--- src/rtl/bht_update_queue.sv ---
// bht_update_queue: buffers resolved conditional-branch outcomes and drains
// them in order, one per cycle, into the BHT update port.
// bht_update_o is a packed {valid, pc[VLEN-1:0], taken} vector. Its field
// order matches the struct, so the port width stays tied to VLEN.
module bht_update_queue #(
  parameter int unsigned DEPTH = 4,
  parameter int unsigned VLEN  = 64
) (
  input  logic                         clk_i,
  input  logic                         rst_i,
  input  logic                         flush_i,
  input  logic                         debug_mode_i,
  input  logic                         resolve_valid_i,
  output logic                         resolve_ready_o,
  input  logic [VLEN-1:0]              resolve_pc_i,
  input  logic                         resolve_taken_i,
  input  logic                         bht_busy_i,
  output logic [VLEN+1:0]              bht_update_o,
  output logic [$clog2(DEPTH+1)-1:0]   occupancy_o
);

  localparam int unsigned PW = $clog2(DEPTH);
  localparam int unsigned CW = $clog2(DEPTH+1);

  logic [PW-1:0]   rd_ptr;
  logic [PW-1:0]   wr_ptr;
  logic [CW-1:0]   count;
  logic [VLEN-1:0] pc_mem    [DEPTH];
  logic            taken_mem [DEPTH];

  logic            out_valid;
  logic [VLEN-1:0] out_pc;
  logic            out_taken;

  logic            push;
  logic            pop;
  logic            full;

  // Ready comes only from registered count (plus reset), never from bht_busy_i.
  // In debug mode the handshake completes, but push stays low, so the entry is dropped.
  always_comb begin
    full            = (count == CW'(DEPTH));
    resolve_ready_o = ~rst_i & ~full;
    push            = resolve_valid_i & resolve_ready_o & ~flush_i & ~debug_mode_i;
    pop             = (count != '0) & ~bht_busy_i & ~flush_i;
  end

  // Entry storage has no reset. Only slots between rd_ptr and wr_ptr are ever read.
  always_ff @(posedge clk_i) begin
    if (push) begin
      pc_mem[wr_ptr]    <= resolve_pc_i;
      taken_mem[wr_ptr] <= resolve_taken_i;
    end
  end

  // Pointers and count. Flush clears them and overrides any push or pop in that cycle.
  always_ff @(posedge clk_i or posedge rst_i) begin
    if (rst_i) begin
      rd_ptr <= '0;
      wr_ptr <= '0;
      count  <= '0;
    end else if (flush_i) begin
      rd_ptr <= '0;
      wr_ptr <= '0;
      count  <= '0;
    end else begin
      if (push) wr_ptr <= wr_ptr + PW'(1);
      if (pop)  rd_ptr <= rd_ptr + PW'(1);
      count <= count + CW'(push) - CW'(pop);
    end
  end

  // Registered update port. valid pulses once per popped entry; pc/taken hold otherwise.
  always_ff @(posedge clk_i or posedge rst_i) begin
    if (rst_i) begin
      out_valid <= 1'b0;
      out_pc    <= '0;
      out_taken <= 1'b0;
    end else begin
      out_valid <= pop;
      if (pop) begin
        out_pc    <= pc_mem[rd_ptr];
        out_taken <= taken_mem[rd_ptr];
      end
    end
  end

  assign bht_update_o = {out_valid, out_pc, out_taken};
  assign occupancy_o  = count;

endmodule

--- config.mk ---
export PLATFORM = sky130hd
export DESIGN_NAME = bht_update_queue
export DESIGN_NICKNAME = d
export VERILOG_FILES = /design/src/rtl/bht_update_queue.sv
export SDC_FILE = /design/constraint.sdc
export NUM_CORES = 1
export LEC_CHECK = 0
export CAP_MARGIN = 10
export CORE_UTILIZATION = 50
export DETAILED_ROUTE_END_ITERATION = 6
export GPL_TIMING_DRIVEN = 0
export HOLD_SLACK_MARGIN = 0.03
export PLACE_DENSITY = 0.78
export SYNTH_ARGS = -nofsm -noshare
export SYNTH_HDL_FRONTEND = slang
export SYNTH_SLANG_ARGS = --single-unit
--- constraint.sdc ---
create_clock -name clk_i -period 7.2 [get_ports clk_i]
set_input_delay 1.08 -clock clk_i [delete_from_list [all_inputs] [get_ports clk_i]]
set_output_delay 1.08 -clock clk_i [all_outputs]
set_load 0.01 [all_outputs]
==> results_dict.tcl, run 1 <==
set metrics [dict create \
    cts_setup_buffers 0 \
    crit_top_cell "clkdlybuf4s50_1" \
    yosysWarningCount 0 \
    leakagePower_nw 5.266 \
    dieWidth_um 159.4 \
    min_path_type "flip-flop to flip-flop" \
    rsz0062_at_grt "no" \
    grt_pass1_wl_mm 36.18 \
    synth_area_leaders "edfxtp_1 63%, dfrtp_1 15%, mux4_2 12%" \
    slowest_delay_ps 550 \
    via_per_inst 5.387 \
    async_flop_share_pct 21.92 \
    worstPathRequired_ps 6120 \
    start_util_pct 50.93 \
    fin_nets 789 \
    pin_count 141 \
    wl_mm 22.95 \
    cts_max_level 2 \
    ys_ff_latch 333 \
    cts_buffers 34 \
    syn_area_um2 12390 \
    reg2reg_slack_ps 4370 \
    cts_tree "done" \
    drv_cap 0 \
    synthFlopType "edfxtp_1" \
    worst_slack_ps 3821 \
    dr.pass1.iters 4 \
    regToRegStartpoint "occupancy_o[1]" \
    fin_area_um2 15460 \
    die_area_um2 25410 \
    max_freq_mhz 296.0 \
    vias 5716 \
    fin_tns_setup_ps 0 \
    diodes 0 \
    row_count 57 \
    overflow 0 \
    antenna_found_initial 0 \
    worstSkewPairLatency_ps 490 \
    syn2layout_area_growth_pct 24.85 \
    ant_nets 0 \
    crit_arrival_ps 2300 \
    cts_resized 0 \
    drc 0 \
    fin_crit_sh_pct 46.92 \
    power_mw 5.334 \
    die-height_um 159.4 \
    ys_top_cells_by_count "260 x edfxtp_1, 73 x dfrtp_1, 65 x mux4_2" \
    yosysTopAreaCellShare_pct 63.04 \
    finalHoldViolCount 0 \
    cp_slowest_cell "clkdlybuf4s50_1" \
    wl_per_cell_um 21.63 \
    setup.worst_path.start "rst_i" \
    syn_area_per_cell_um2 23.37 \
    holdWs_ps 506.5 \
    cts.sinks 333 \
    globalplace.congestion 0.7048 \
    grt_pass1_vias 6465 \
    worst_setup_path_start_kind "input pin" \
    ctsHoldBuffers 0 \
    fin_crit_ps 3379 \
    fin_cells 1061 \
    ys_seq_area_share_pct 77.79 \
    critical_path_buf_inv_count 2 \
    clk_path_buf_depth 3 \
    syn_nets 608 \
    drive_gt1_share_pct 28.49 \
    worstMarginPinSlew_ps 722.4 \
    final_core_util_pct 63.58 \
    finalSetupViolCount 0 \
    coreArea_um2 24320 \
    slew_headroom_pct 51.84 \
    synth_edf_count 260 \
    port_buffers 140 \
    outcome "finished, final reports clean" \
    placed_cell_area_um2 14320 \
    dp_worst_setup_slack_ps 3311 \
    clkTransAtPathRegs_ps 60 \
    hpwlAfterDp_mm 14.20 \
    critPathKind "input pin to output pin" \
    cp-end-kind "output pin" \
    path_cells "clkdlybuf4s50_1 -> nor2_1 -> clkdlybuf4s50_1" \
    grt_max_degree 40 \
    dp_cells 999 \
    skew_ps 15.68 \
    worst-path-max-fanout 4 \
    hp-start "out_pc[40]" \
    grt.total_usage_pct 18.84 \
    cts-root-buf "clkbuf_16" \
    synthCells 530 \
    finalMaxSlewViolations 0 \
    ys_types 30 \
    synthMostInstantiatedCell "edfxtp_1" \
    drt_iter0_markers 331 \
    yosys.area.top_type "edfxtp_1" \
    powerDensity_nw_per_um2 344.9 \
    cp_top_family "buffers and inverters" \
    ir_drop_uv 238.8 \
]
==> flip-flops by register name (all words and copies together) (netlist names) <==
register / flops
occupancy_o: 3
out_pc: 64
out_taken: 1
out_valid: 1
pc_mem: 256
rd_ptr: 2
taken_mem: 4
wr_ptr: 2
==> cells in the final DEF (no fill, tap or decap), types with 7 or more instances in the layout <==
| master | count |
|---|---|
| buf_2 | 9 |
| clkbuf_1 | 10 |
| clkbuf_16 | 37 |
| clkdlybuf4s50_1 | 140 |
| clkinv_1 | 7 |
| dfrtp_1 | 73 |
| edfxtp_1 | 260 |
| mux2_2 | 46 |
| mux2_4 | 20 |
| mux4_2 | 65 |
==> logic make-up (layout without fill, tap and decap cells) <==
group           Yosys count  after routing  share of synthesized area (%)
compound gates            4              4                         0.1818
xor+xnor                  2              2                         0.1415
fa+ha+maj                 7              7                         0.7677
buf+inv                  32            239                          1.637
flops                   333            333                          77.79
mux                     132            132                          18.51
simple gates             20             20                         0.9800
==> report_power, final <==
part	leakage (nW)	internal (mW)	switching [mW]
clock network	0.556	1.07	0.681
registers	3.23	2.29	0.133
logic	1.48	0.741	0.427
total	5.27	4.09	1.24
==> per-layer routing <==
layer,vias to the layer above,share of wire [%],track usage (%)
li1,2510,-,-
met3,32,4.4,3.647
met2,148,53,33.21
met5,-,0,0
met4,0,1.8,5.463
met1,3026,41,23.83
==> worst paths after layout <==
check,endpoint,depth (start not counted)
max in group asynchronous,out_pc[12],3
min,out_pc[40],1
min in group asynchronous,out_pc[21],2
max,resolve_ready_o,3
min reg2reg,out_pc[40],1
max reg2reg,occupancy_o[2],11
==> cell type report <==
type | instances | area [µm²]
Sequential cell | 333 | 9634
Inverter | 7 | 28.78
Multi-Input combinational cell | 165 | 2559
Clock inverter | 14 | 116.4
Clock buffer | 48 | 1027
Timing Repair Buffer | 145 | 1516
Tap cell | 324 | 405.4
Fill cell | 1594 | 8856
Buffer | 25 | 176.4
Power figures use the tool's default switching activity.
==> run 2: changes to the inputs <==
--- a/config.mk
+++ b/config.mk
@@ -10,7 +10,7 @@
 export DETAILED_ROUTE_END_ITERATION = 6
 export GPL_TIMING_DRIVEN = 0
 export HOLD_SLACK_MARGIN = 0.03
-export PLACE_DENSITY = 0.78
+export PLACE_DENSITY = 0.81
 export SYNTH_ARGS = -nofsm -noshare
 export SYNTH_HDL_FRONTEND = slang
 export SYNTH_SLANG_ARGS = --single-unit
==> constraint.sdc (replaced) <==
create_clock -name clk_i -period 2.8 [get_ports clk_i]
set_input_delay 0.42 -clock clk_i [delete_from_list [all_inputs] [get_ports clk_i]]
set_output_delay 0.42 -clock clk_i [all_outputs]
set_load 0.01 [all_outputs]
==> run 2 against run 1 <==
First-iteration DRC count grew 19%. Sequential share of layout area fell by 0.55 points. Worst hold slack worse by 120 ps. Register-to-register slack got worse by 4200 ps. Highest routed layer unchanged. Die area did not move.
==> results_dict.tcl, run 2 (synthesis results as in run 1) <==
set metrics [dict create \
    outcome "finished, final reports clean" \
    diodes 0 \
    grt_max_degree 57 \
    wl_mm 23.13 \
    comb_power_share_pct 21.4 \
    clkTransAtPathRegs_ps 60 \
    p_sw_share_pct 22.82 \
    worst_slack_ps 164.3 \
    cts.sinks 333 \
    ctsHoldBuffers 0 \
    worstPathRequired_ps 3170 \
    holdWs_ps 385.3 \
    power_frac_seq_pct 44.2 \
    vias 5738 \
    grt_pass1_wl_mm 36.72 \
    globalplace.congestion 0.7353 \
    layout.cells.most_common "edfxtp_1" \
    worstSkewPairLatency_ps 500 \
    worst-path-max-fanout 11 \
    overflow 0 \
    pin_count 141 \
    final_core_util_pct 64.15 \
    drc 0 \
    power_mw 14.08 \
    cts-root-buf "clkbuf_16" \
    fillerInstances 1627 \
    drive_gt1_share_pct 29.40 \
    coreArea_um2 24320 \
    slew_headroom_pct 49.79 \
    max_freq_mhz 379.4 \
    leakagePower_nw 5.336 \
    cp_top_family "adder cells" \
    regArea_um2 9634 \
    syn2layout_area_growth_pct 25.96 \
    antenna_found_initial 0 \
    critPathKind "flip-flop to flip-flop" \
    fin_crit_sh_pct 94.13 \
    powerDensity_nw_per_um2 902.3 \
    multi_input_area_um2 2565 \
    via_per_inst 5.403 \
    fin_nets 790 \
    crit_arrival_ps 3010 \
    grt.total_usage_pct 19.03 \
    largest_reg_flops 256 \
    dp_worst_setup_slack_ps -452.7 \
    clk_path_buf_depth 3 \
    finalMaxSlewViolations 0 \
    fin_tns_setup_ps 0 \
    layout_common_cells "260 x edfxtp_1, 140 x clkdlybuf4s50_1, 73 x dfrtp_1, 65 x mux4_2, 46 x mux2_2" \
    worst_setup_path_start_kind "flip-flop" \
    clkPwrFrac_pct 34.4 \
    slowest_delay_ps 460 \
    row_count 57 \
    ant_nets 0 \
    top_register "pc_mem" \
    cp_slowest_cell "dfrtp_1" \
    min_path_type "input pin to async pin" \
    drv_cap 0 \
    hpwlAfterDp_mm 14.12 \
    critical_path_buf_inv_count 4 \
    port_buffers 140 \
    wl_per_cell_um 21.78 \
    p_switching_mw 3.213 \
    die-height_um 159.4 \
    drt_iter0_markers 393 \
    path_cells "nor3_2 -> nor3_2 -> buf_4 -> buf_4 -> ha_1 -> inv_1 -> ha_1 -> inv_1 -> fa_1 -> xnor2_1 -> nor2_1" \
    grt_pass1_vias 6556 \
    finalSetupViolCount 0 \
    die_area_um2 25410 \
    skew_ps 16.23 \
    cp-end-kind "flip-flop" \
    ir_drop_uv 553.6 \
    worstMarginPinSlew_ps 753.2 \
    finalHoldViolCount 0 \
    cts_max_level 2 \
    cts_tree "done" \
    fin_crit_ps 2636 \
    reg_top3 "pc_mem (256), out_pc (64), taken_mem (4)" \
    cts_buffers 35 \
    p_int_mw 10.86 \
    start_util_pct 50.93 \
    dieWidth_um 159.4 \
    rsz0062_at_grt "no" \
    dr.pass1.iters 4 \
    cts_setup_buffers 0 \
]
## run 2: final cells by class
| class | count | share of cell area (%) |
|---|---|---|
| flip-flops and latches | 333 | 61.75 |
| multi-input cells | 165 | 16.44 |
| repair buffers | 145 | 9.864 |
| clock buffers | 55 | 7.074 |
| well taps | 324 | 2.598 |
| plain buffers | 25 | 1.163 |
| clock inverters | 8 | 0.9223 |
| inverters | 7 | 0.1845 |
## run 2: path summary, 6_finish.rpt
| kind | from | to | slack, ps | cells past startpoint |
|---|---|---|---|---|
| min in group clk_i | out_pc[16] | out_pc[16] | 500 | 1 |
| max | occupancy_o[1] | occupancy_o[2] | 160 | 11 |
| max reg2reg | occupancy_o[1] | occupancy_o[2] | 160 | 11 |
| min | rst_i | out_pc[2] | 390 | 2 |
| min reg2reg | out_pc[16] | out_pc[16] | 500 | 1 |
| max in group asynchronous | rst_i | out_pc[12] | 1790 | 3 |
## run 2: layer usage
metal / GRT usage (%) / part of all wire, % / vias to the layer above
met1: 24.76 / 41 / 3034
met4: 5.376 / 1.5 / 0
met2: 33.17 / 53 / 150
li1: - / - / 2519
met3: 3.308 / 4.4 / 35
met5: 0 / 0 / -
## run 2: power groups by stage
stage	logic, mW	clock network (mW)	registers (mW)
6_report	3.02	4.84	6.22
5_1_grt	3.21	5.13	6.27
4_1_cts	3.08	4.94	6.22
3_5_place_dp	3.06	0	6.31
3_3_place_gp	2.96	0	6.28
2_1_floorplan	1.40	0	6.46
## run 2: metrics by stage
step | cell area (µm²) | cells
2_1_floorplan | 12390 | 530
3_3_place_gp | 14200 | 994
3_5_place_dp | 14340 | 999
4_1_cts | 15590 | 1062
5_1_grt | 15600 | 1062
6_report | 15600 | 1062
## run 2: what timing repair did
item                                    CTS  global route
resized for setup                         1             3
gates cloned                              0             0
endpoints found under the setup margin    1             2
==> run 3: changes to the inputs <==
--- a/config.mk
+++ b/config.mk
@@ -10,7 +10,7 @@
 export DETAILED_ROUTE_END_ITERATION = 6
 export GPL_TIMING_DRIVEN = 0
 export HOLD_SLACK_MARGIN = 0.03
-export PLACE_DENSITY = 0.81
+export PLACE_DENSITY = 0.78
 export SYNTH_ARGS = -nofsm -noshare
 export SYNTH_HDL_FRONTEND = slang
 export SYNTH_SLANG_ARGS = --single-unit
==> constraint.sdc (replaced) <==
create_clock -name clk_i -period 2.5 [get_ports clk_i]
set_input_delay 0.375 -clock clk_i [delete_from_list [all_inputs] [get_ports clk_i]]
set_output_delay 0.375 -clock clk_i [all_outputs]
set_load 0.01 [all_outputs]
==> run 3 against run 2 <==
Critical path depth decreased by 1. Core utilization down 0.61 points. Global-route usage fell by 0.19 points. Worst setup slack improved by 3.6 ps. Cell count is the same. First-iteration DRC count down 21%. Die area unchanged. Maximum frequency rose by 13%. Register-to-register slack about the same. Total power is 7.7% higher. Wire length down 0.99%. Critical path type unchanged.
==> results_dict.tcl, run 3 (synthesis results as in run 1) <==
set metrics [dict create \
    fillerInstances 1620 \
    r2r.worst_path.cells 10 \
    dieWidth_um 159.4 \
    globalplace.congestion 0.7060 \
    layout.cells.most_common "edfxtp_1" \
    fin_cells 1062 \
    largest_reg_flops 256 \
    drive_gt1_share_pct 28.86 \
    slew_headroom_pct 53.72 \
    hpwlAfterDp_mm 14.09 \
    via_per_inst 5.429 \
    syn2layout_area_growth_pct 24.77 \
    p_sw_share_pct 23.51 \
    rsz0062_at_grt "no" \
    fin_crit_ps 2332 \
    antenna_found_initial 0 \
    placed_cell_area_um2 14330 \
    wl_mm 22.90 \
    die_area_um2 25410 \
    vias 5766 \
    p_int_mw 11.59 \
    clk_path_buf_depth 3 \
    die-height_um 159.4 \
    fin_tns_setup_ps 0 \
    cts_buffers 35 \
    finalHoldViolCount 0 \
    comb_power_share_pct 22.4 \
    p_switching_mw 3.564 \
    final_core_util_pct 63.54 \
    worstSkewPairLatency_ps 490 \
    skew_ps 9.342 \
    diodes 0 \
    reg_top3 "pc_mem (256), out_pc (64), taken_mem (4)" \
    reg2reg_slack_ps 170 \
    cts.sinks 333 \
    layout_common_cells "260 x edfxtp_1, 140 x clkdlybuf4s50_1, 72 x dfrtp_1, 65 x mux4_2, 46 x mux2_2" \
    drc 0 \
    ant_nets 0 \
    worstPathRequired_ps 2860 \
    outcome "finished, final reports clean" \
    leakagePower_nw 5.262 \
    top_register "pc_mem" \
    dp_cells 999 \
    ir_drop_uv 743.5 \
    timing.rr.end "occupancy_o[2]" \
    drt_iter0_markers 311 \
    port_buffers 140 \
    clkPwrFrac_pct 31.6 \
    regArea_um2 9635 \
    regToRegStartpoint "occupancy_o[2]" \
    power_frac_seq_pct 46.0 \
    fin_nets 790 \
    worst-path-max-fanout 5 \
    fin_area_um2 15450 \
    max_freq_mhz 428.8 \
    powerDensity_nw_per_um2 980.7 \
    cts-root-buf "clkbuf_16" \
    grt_pass1_vias 6467 \
    drv_cap 0 \
    holdWs_ps 383.4 \
    ctsHoldBuffers 0 \
    clkTransAtPathRegs_ps 60 \
    dr.pass1.iters 6 \
    crit_arrival_ps 2700 \
    worst_setup_path_start_kind "flip-flop" \
    grt.total_usage_pct 18.84 \
    critPathKind "flip-flop to flip-flop" \
    cts_tree "done" \
    coreArea_um2 24320 \
    pin_count 141 \
    start_util_pct 50.93 \
    wl_per_cell_um 21.57 \
    endpoint "occupancy_o[2]" \
    grt_pass1_wl_mm 35.93 \
    fin_crit_sh_pct 93.29 \
    overflow 0 \
    grt_max_degree 44 \
    multi_input_area_um2 2591 \
    min_path_type "input pin to async pin" \
    finalMaxSlewViolations 0 \
    finalSetupViolCount 0 \
    cp-end-kind "flip-flop" \
    setup.worst_path.start "occupancy_o[2]" \
    row_count 57 \
    cts_max_level 2 \
    worstMarginPinSlew_ps 694.3 \
]
==> run 3: changes by cell type in the layout (fill, tap and decap cells not counted), moves of 2 or more <==
cell,delta
clkinv_1,+4
nor3_2,-2
nor3_4,+2
clkbuf_8,-6
buf_16,-2
bufinv_16,-4
buf_12,+2
clkinv_2,+5
clkbuf_1,+2
==> run 3: what timing repair did <==
| action | CTS | global route |
|---|---|---|
| pin swaps | 1 | 1 |
| gates resized for setup | 7 | 2 |
| hold endpoints to repair | 0 | 0 |
| setup endpoints to repair | 158 | 3 |
| setup buffers | 1 | 0 |
==> run 3: how the worst min path moves through the flow <==
stage | startpoint | to | slack (ps) | cells after the start
2_1_floorplan | resolve_pc_i[0] | pc_mem[0][0] | 470 | 0
5_1_grt | rst_i | occupancy_o[2] | 430 | 2
3_3_place_gp | out_pc[43] | out_pc[43] | 490 | 1
3_5_place_dp | out_pc[34] | out_pc[34] | 490 | 1
4_1_cts | rst_i | occupancy_o[1] | 390 | 2
6_report | rst_i | occupancy_o[2] | 380 | 2
==> run 3: layer usage <==
layer / vias up / GRT usage (%) / share of wire [%]
li1: 2524 / - / -
met1: 3057 / 23.93 / 42
met2: 154 / 33.05 / 52
met3: 31 / 4.011 / 4.7
met4: 0 / 4.983 / 1.5
met5: - / 0 / 0
==> run 3: power by group through the flow <==
stage | clock, mW | combinational [mW] | sequential (mW)
global route | 5.14 | 3.60 | 7.03
detailed placement | 0 | 3.40 | 7.07
CTS | 4.91 | 3.45 | 6.97
floorplan | 0 | 1.56 | 7.23
finish | 4.79 | 3.39 | 6.97
global placement | 0 | 3.32 | 7.04
==> run 3: through the flow <==
step                      setup slack, ps  total power, mW
after floorplan                     114.2            8.799
after global placement              -1569            10.36
after detailed placement           -690.2            10.47
after CTS                           6.644            15.33
after global routing                20.50            15.77
final                               167.8            15.16
==> run 3: layout make-up <==
cell class / count / area share (%)
Multi-Input combinational cell: 165 / 16.77
Sequential cell: 333 / 62.35
Clock inverter: 12 / 0.3562
Clock buffer: 51 / 6.655
Buffer: 24 / 1.150
Timing Repair Buffer: 146 / 9.910
Inverter: 7 / 0.1862
Tap cell: 324 / 2.623
==> run 3: worst max-delay path, cell delays in order (launching register included) <==
cell     delay (ps)
dfrtp_1         440
nor3b_2         210
nor4_4          360
inv_1            80
ha_1            270
inv_1            60
ha_1            130
inv_1            50
fa_1            380
xnor2_1         170
nor2_1           60
